`config.mk`:
```
export PLATFORM = sky130hd
export DESIGN_NAME = rram_wv_ctrl
export DESIGN_NICKNAME = d
export VERILOG_FILES = /design/src/rtl/rram_ctrl_pkg.sv /design/src/rtl/rram_wv_ctrl.sv
export SDC_FILE = /design/constraint.sdc
export NUM_CORES = 1
export LEC_CHECK = 0
export CAP_MARGIN = 30
export CORE_ASPECT_RATIO = 2
export CORE_MARGIN = 10
export CORE_UTILIZATION = 44
export CTS_CLUSTER_DIAMETER = 40
export CTS_CLUSTER_SIZE = 12
export DETAILED_ROUTE_END_ITERATION = 16
export PLACE_DENSITY_LB_ADDON = 0.2
export SYNTH_ARGS = -nofsm -noshare
export SYNTH_HDL_FRONTEND = slang
export SYNTH_SLANG_ARGS = --single-unit
```
`constraint.sdc`:
```
create_clock -name clk0 -period 2.35 [get_ports clk0]
set_clock_uncertainty 0.15 [all_clocks]
set_input_delay 0.3525 -clock clk0 [delete_from_list [all_inputs] [get_ports clk0]]
set_output_delay 0.3525 -clock clk0 [all_outputs]
set_load 0.1 [all_outputs]
```
`src/rtl/rram_ctrl_pkg.sv`:
```
// Shared types and defaults for the RRAM write-verify controller.
// Widths here are defaults only; the controller is parameterised.
package rram_ctrl_pkg;

  localparam int DATA_W_DEF    = 16;
  localparam int ADDR_W_DEF    = 6;
  localparam int MAX_TRIES_DEF = 4;
  localparam int TRY_W         = 3;
  localparam int CNT_W         = 8;

  typedef enum logic [2:0] {
    IDLE = 3'd0,
    WR   = 3'd1,
    VRD  = 3'd2,
    VCMP = 3'd3,
    RD   = 3'd4,
    RCAP = 3'd5,
    DONE = 3'd6
  } state_t;

  function automatic logic macro_active(
    input state_t s
  );
    return (s == WR) || (s == VRD) || (s == RD);
  endfunction

endpackage

```
`src/rtl/rram_wv_ctrl.sv`:
```
// Write-verify / read controller for a single-port RRAM macro.
// Macro pins come straight from flops so they never glitch.
module rram_wv_ctrl
  import rram_ctrl_pkg::*;
#(
  parameter int DATA_WIDTH = DATA_W_DEF,
  parameter int ADDR_WIDTH = ADDR_W_DEF,
  parameter int MAX_TRIES  = MAX_TRIES_DEF
) (
  input  logic                  clk0,
  input  logic                  rst_n,
  input  logic                  req_valid,
  output logic                  req_ready,
  input  logic                  req_we,
  input  logic [ADDR_WIDTH-1:0] req_addr,
  input  logic [DATA_WIDTH-1:0] req_wdata,
  output logic                  rsp_valid,
  output logic [DATA_WIDTH-1:0] rsp_rdata,
  output logic                  rsp_fail,
  output logic [2:0]            rsp_tries,
  output logic [CNT_W-1:0]      fail_cnt,
  output logic                  mem_csb0,
  output logic                  mem_web0,
  output logic [ADDR_WIDTH-1:0] mem_addr0,
  output logic [DATA_WIDTH-1:0] mem_din0,
  input  logic [DATA_WIDTH-1:0] mem_dout0
);

  state_t           state;
  state_t           nxt;
  logic [TRY_W-1:0] tries;
  logic             accept;
  logic             match;
  logic             last_try;
  logic             fail_now;

  assign accept   = req_valid && req_ready;
  assign match    = (mem_dout0 == mem_din0);
  assign last_try = (tries == TRY_W'(MAX_TRIES));
  assign fail_now = (state == VCMP) && !match;

  always_ff @(posedge clk0 or negedge rst_n) begin
    if (!rst_n) begin
      state <= IDLE;
    end else begin
      state <= nxt;
    end
  end

  always_comb begin
    nxt = state;
    unique case (state)
      IDLE: begin
        if (accept) begin
          nxt = req_we ? WR : RD;
        end
      end
      WR:   nxt = VRD;
      VRD:  nxt = VCMP;
      VCMP: begin
        if (match || last_try) begin
          nxt = DONE;
        end else begin
          nxt = WR;
        end
      end
      RD:   nxt = RCAP;
      RCAP: nxt = DONE;
      DONE: nxt = IDLE;
      default: nxt = IDLE;
    endcase
  end

  // Macro strobes are decoded from the next state into flops
  always_ff @(posedge clk0 or negedge rst_n) begin
    if (!rst_n) begin
      req_ready <= 1'b1;
      mem_csb0  <= 1'b1;
      mem_web0  <= 1'b1;
      mem_addr0 <= '0;
      mem_din0  <= '0;
      rsp_valid <= 1'b0;
    end else begin
      req_ready <= (nxt == IDLE);
      mem_csb0  <= !macro_active(nxt);
      mem_web0  <= (nxt != WR);
      rsp_valid <= (nxt == DONE);
      if (accept) begin
        mem_addr0 <= req_addr;
        mem_din0  <= req_wdata;
      end
    end
  end

  always_ff @(posedge clk0 or negedge rst_n) begin
    if (!rst_n) begin
      tries <= '0;
    end else if (accept) begin
      tries <= '0;
    end else if (state == WR) begin
      tries <= tries + TRY_W'(1);
    end
  end

  // Read data is only legal at the edge closing VCMP/RCAP
  always_ff @(posedge clk0 or negedge rst_n) begin
    if (!rst_n) begin
      rsp_rdata <= '0;
      rsp_fail  <= 1'b0;
      rsp_tries <= '0;
    end else begin
      if ((state == VCMP) || (state == RCAP)) begin
        rsp_rdata <= mem_dout0;
      end
      if (nxt == DONE) begin
        rsp_fail  <= fail_now;
        rsp_tries <= (state == VCMP) ? tries : '0;
      end
    end
  end

  always_ff @(posedge clk0 or negedge rst_n) begin
    if (!rst_n) begin
      fail_cnt <= '0;
    end else if ((nxt == DONE) && fail_now) begin
      if (fail_cnt != {CNT_W{1'b1}}) begin
        fail_cnt <= fail_cnt + CNT_W'(1);
      end
    end
  end

endmodule

```
Yosys cells after proc, flatten, opt, wreduce, memory -nomap -nowiden
Cells that the tools add are included.
{"block": "op_classes", "eq_ne": 13, "n_addsub": 2, "mux": 7, "reduce_logical": 13}
{"op": "$mux W3", "count": 6}
{"op": "$pmux W3 S6", "count": 1}
{"op": "$eq A16 B16 Y1", "count": 1}
{"op": "$eq A3 B3 Y1 const B", "count": 5}
{"op": "$eq A3 B2 Y1 const B", "count": 3}
{"op": "$add A8 B1 Y8 const B", "count": 1}
{"op": "$ne A8 B8 Y1 const B", "count": 1}
{"op": "$eq A3 B1 Y1 const B", "count": 2}
{"op": "$logic_not A3 Y1", "count": 2}
{"op": "$logic_or A1 B1 Y1", "count": 4}
{"op": "$add A3 B1 Y3 const B", "count": 1}
{"op": "$logic_and A1 B1 Y1", "count": 3}
{"op": "$ne A3 B1 Y1 const B", "count": 1}
{"op": "$logic_not A1 Y1", "count": 2}
{"op": "$reduce_and A2 Y1", "count": 1}
{"op": "$reduce_bool A2 Y1", "count": 1}
{"block": "word_totals", "output_inout_bits": 54, "wordCells": 47, "ff_bits": 60}

Longest topological paths before layout
{"block": "logic_depth", "word_depth": 8, "mapped_depth": 7}

Worst setup path after synthesis
Ideal clock, no wire load.
{"block": "synth_timing", "kind": "reg2reg", "start": "reg mem_din0[10]", "end": "reg fail_cnt[6]", "setup_ps": 128, "required_ps": 2072, "n_path_buf": 1, "path_slack_ps": -47, "period_less_slack_ps": 2397, "arrival_time_ps": 2119, "path_stages_with_launch": 7, "cell_sequence": "dfrtp_1 xnor2_1 nand4_1 nor4_4 buf_6 nor2_2 mux2_1"}
{"block": "synth_between", "elab_chain_len": 7, "word_cells_on_any_way": 9, "classes_between": "eq/ne: 2; mux: 2; reduce/logical: 5"}
{"item": "start: declaration", "line": "rram_wv_ctrl.sv:25", "source": "output logic [DATA_WIDTH-1:0] mem_din0,"}
{"item": "start signal: assignment", "line": "rram_wv_ctrl.sv:90", "source": "mem_din0 <= req_wdata;"}
{"item": "$eq A16 B16 Y1 *", "line": "rram_wv_ctrl.sv:38", "source": "assign match = (mem_dout0 == mem_din0);"}
{"item": "$logic_or A1 B1 Y1", "line": "rram_wv_ctrl.sv:61", "source": "if (match || last_try) begin"}
{"item": "$mux W3", "line": "rram_wv_ctrl.sv:61"}
{"item": "$pmux W3 S6", "line": "rram_wv_ctrl.sv:52", "source": "unique case (state)"}
{"item": "$eq A3 B3 Y1", "line": "rram_wv_ctrl.sv:125", "source": "end else if ((nxt == DONE) && fail_now) begin"}
{"item": "$logic_and A1 B1 Y1 *", "line": "rram_wv_ctrl.sv:125"}
{"item": "$reduce_and A2 Y1 (no source line) *"}
{"item": "end signal: assignment", "line": "rram_wv_ctrl.sv:127", "source": "fail_cnt <= fail_cnt + CNT_W'(1);"}
{"item": "end: declaration", "line": "rram_wv_ctrl.sv:21", "source": "output logic [CNT_W-1:0] fail_cnt,"}
Mark *: on every way between the ends. The rest lies on a longest branch, timed or not.
A chain may end at the register's enable or synchronous reset.

Final worst setup path
{"block": "layout_timing", "start": "in mem_dout0[6]", "end": "reg fail_cnt[1]"}
{"block": "layout_between", "elab_chain_len": 7, "word_cells_on_any_way": 9, "classes_between": "eq/ne: 2; mux: 2; reduce/logical: 5"}
{"item": "start: declaration", "line": "rram_wv_ctrl.sv:26", "source": "input logic [DATA_WIDTH-1:0] mem_dout0"}
{"item": "$eq A16 B16 Y1 *", "line": "rram_wv_ctrl.sv:38"}
{"item": "$logic_or A1 B1 Y1", "line": "rram_wv_ctrl.sv:61"}
{"item": "$mux W3", "line": "rram_wv_ctrl.sv:61"}
{"item": "$pmux W3 S6", "line": "rram_wv_ctrl.sv:52"}
{"item": "$eq A3 B3 Y1", "line": "rram_wv_ctrl.sv:125"}
{"item": "$logic_and A1 B1 Y1 *", "line": "rram_wv_ctrl.sv:125"}
{"item": "$reduce_and A2 Y1 (no source line) *"}
Marks and branches as above.

==> impl_metrics.json <==
{
  "status": "completed",
  "grt_pass1_wl_um": 10870,
  "grt_usage_pct": 15.28,
  "slowest_stage": "clkdlybuf4s50_1",
  "drv_cap": 0,
  "synth_cells": 206,
  "hp-class": "in -> async",
  "routed_wirelength_um": 6920,
  "wl_per_cell_um": 18.16,
  "synth_nets": 251,
  "initial_core_util_pct": 44.54,
  "ant_nets": 0,
  "synth_warnings": 0,
  "hold_violations": 0,
  "first_iter_violations": 94,
  "die_h_um": 129.8,
  "post-route-drc-count": 0,
  "drv_slew": 0,
  "grt_max_degree": 34,
  "cp_max_fo": 13,
  "diodes": 0,
  "startpoint_type": "input pin",
  "period_share_pct": 86.31,
  "yosys_register_bits": 60,
  "clk_path_buf_depth": 2,
  "setup_viol_count_final": 0,
  "rows": 40,
  "io_buffers": 95,
  "cts.clk_slew.worst_paths_ps": 50,
  "yosysSeqAreaShare_pct": 56.75,
  "cts_tree": "yes",
  "mostFrequentLayoutCell": "buf_4",
  "cts-htree-levels": 3,
  "grt_antenna_before_repair": 0,
  "slowest_delay_ps": 490,
  "dpl_cell_area_mm2": 0.003592,
  "clock-sinks": 60,
  "stdcell_area_mm2": 0.003885,
  "dieArea_mm2": 0.009722,
  "cts-root-buf": "clkbuf_16",
  "cts_resized": 0,
  "r2r_slack_ps": 350,
  "drive_gt1_share_pct": 40.57,
  "grt_overflow": 0,
  "clkLatencyLatePin_ps": 330,
  "place_inst": 364,
  "gp_congestion": 0.7912,
  "synthDistinctLibCells": 33,
  "cts_made_buffers": 9,
  "critPathRequiredTime_ps": 2420,
  "netlist_area_mm2": 0.002653,
  "syn2layout_area_growth_pct": 46.46,
  "viasPerCell": 5.247,
  "io_pins": 96,
  "nets": 358,
  "worst_slew_pin_slew_ps": 407.7,
  "mostFrequentLayoutCells": "59 x buf_4, 49 x dfrtp_1, 40 x clkdlybuf4s50_1, 39 x mux2_2, 17 x xnor2_1",
  "firstDrtPassIters": 6,
  "coreArea_mm2": 0.005956,
  "die_x_um": 74.90,
  "crit_type": "in -> reg",
  "max-slew-margin-rel_pct": 72.82,
  "via_count": 1999,
  "worstPathArrival_ps": 2090,
  "synth.avg_cell_area_um2": 12.88,
  "rsz0062_at_grt": "no",
  "critPathCaptureType": "flip-flop",
  "dp_hpwl_um": 5335,
  "fin_crit_ps": 2028,
  "grt_pass1_vias": 2124,
  "instances_no_fill": 381,
  "crit_chain": "clkdlybuf4s50_1, xnor2_1, nand4_1, nor4_4, buf_4, nor2_1, mux2_2",
  "max_freq_mhz": 493.0
}
[flip-flops by register name (all words and copies together), names as in the netlist]
signal / flops
req_ready: 1
tries: 3
rsp_tries: 3
mem_addr0: 6
rsp_rdata: 16
fail_cnt: 8
rsp_fail: 1
mem_web0: 1
mem_din0: 16
rsp_valid: 1
mem_csb0: 1
state: 3
[through the flow]
stage	setup WS [ps]	util (%)	hold slack [ps]	TNS, ps
2_1_floorplan	20.04	-	-93.09	0
3_3_place_gp	-49.64	60.32	146.3	-184.3
3_5_place_dp	-47.02	60.32	151.4	-173.5
4_1_cts	302.0	65.23	336.4	0
5_1_grt	159.6	65.23	359.9	0
6_report	321.6	65.23	337.2	0
[worst max-delay path: cells and delay by family]
family                 cells  cell delay [ps]
buffers and inverters      2              720
multiplexers               1              270
AND/OR/NAND/NOR            3              610
XOR/XNOR                   1              140
[layout make-up]
class / count / area (um2)
clock buffers: 15 / 277.8
inverters: 2 / 7.507
clock inverters: 1 / 5.005
well taps: 63 / 78.83
multi-input cells: 137 / 1102
flip-flops and latches: 60 / 1515
fillers: 487 / 2071
repair buffers: 103 / 898.4
[logic make-up after synthesis]
group                    share of synthesized area [%]
adder cells (fa/ha/maj)                          1.415
buffers and inverters                            1.698
flip-flops                                       56.75
multiplexers                                     18.11
AO/OA/AOI/OAI                                    3.632
AND/OR/NAND/NOR                                  10.14
XOR/XNOR                                         8.255
[final timing paths]
kind / start / endpoint / cells past startpoint
max: mem_dout0[6] / fail_cnt[1] / 7
min: rst_n / fail_cnt[5] / 2
max reg2reg: tries[0] / fail_cnt[1] / 7
min reg2reg: rsp_rdata[13] / rsp_rdata[13] / 1
max in group asynchronous: rst_n / req_ready / 3
min in group clk0: rsp_rdata[13] / rsp_rdata[13] / 1
[what timing repair did]
item	4_1_cts	5_1_grt
buffers inserted	0	0
endpoints found under the hold margin	14	0
hold buffers	1	0
[Yosys cell counts]
cell / instances / share of area, %
or2_2: 1 / 0.24
nor3b_1: 2 / 0.57
nand2_1: 11 / 1.6
buf_2: 3 / 0.57
a211o_1: 1 / 0.33
mux2i_1: 3 / 1.1
nand3b_1: 1 / 0.28
nor3_1: 3 / 0.57
nand4_1: 6 / 1.4
and2_2: 1 / 0.28
a32oi_1: 1 / 0.33
nor2_1: 10 / 1.4
nand3_1: 5 / 0.94
and3b_1: 1 / 0.33
mux2_2: 39 / 17
dfstp_2: 3 / 3.0
and2_1: 2 / 0.47
mux2_1: 1 / 0.42
inv_1: 2 / 0.28
nor2_2: 1 / 0.24
clkbuf_1: 3 / 0.42
and4_1: 1 / 0.33
and3_1: 1 / 0.24
nor4_4: 1 / 0.80
xor2_1: 8 / 2.6
o21ai_0: 6 / 1.1
ha_1: 3 / 1.4
buf_6: 1 / 0.42
a21oi_1: 6 / 1.1
a31oi_1: 3 / 0.71
nand2b_1: 2 / 0.47
dfrtp_1: 57 / 54
xnor2_1: 17 / 5.6
[layer usage]
metal | wire length (um) | vias up | GRT usage [%]
met3 | 537 | 9 | 6.996
met4 | 134 | 0 | 7.735
met1 | 2283 | 999 | 14.46
met5 | 0 | - | 0
met2 | 3964 | 59 | 26.45
li1 | - | 932 | -
Power is left out: the tool's default activity adds up to more than one toggle a clock period on the data nets, which glitch-free logic cannot reach.
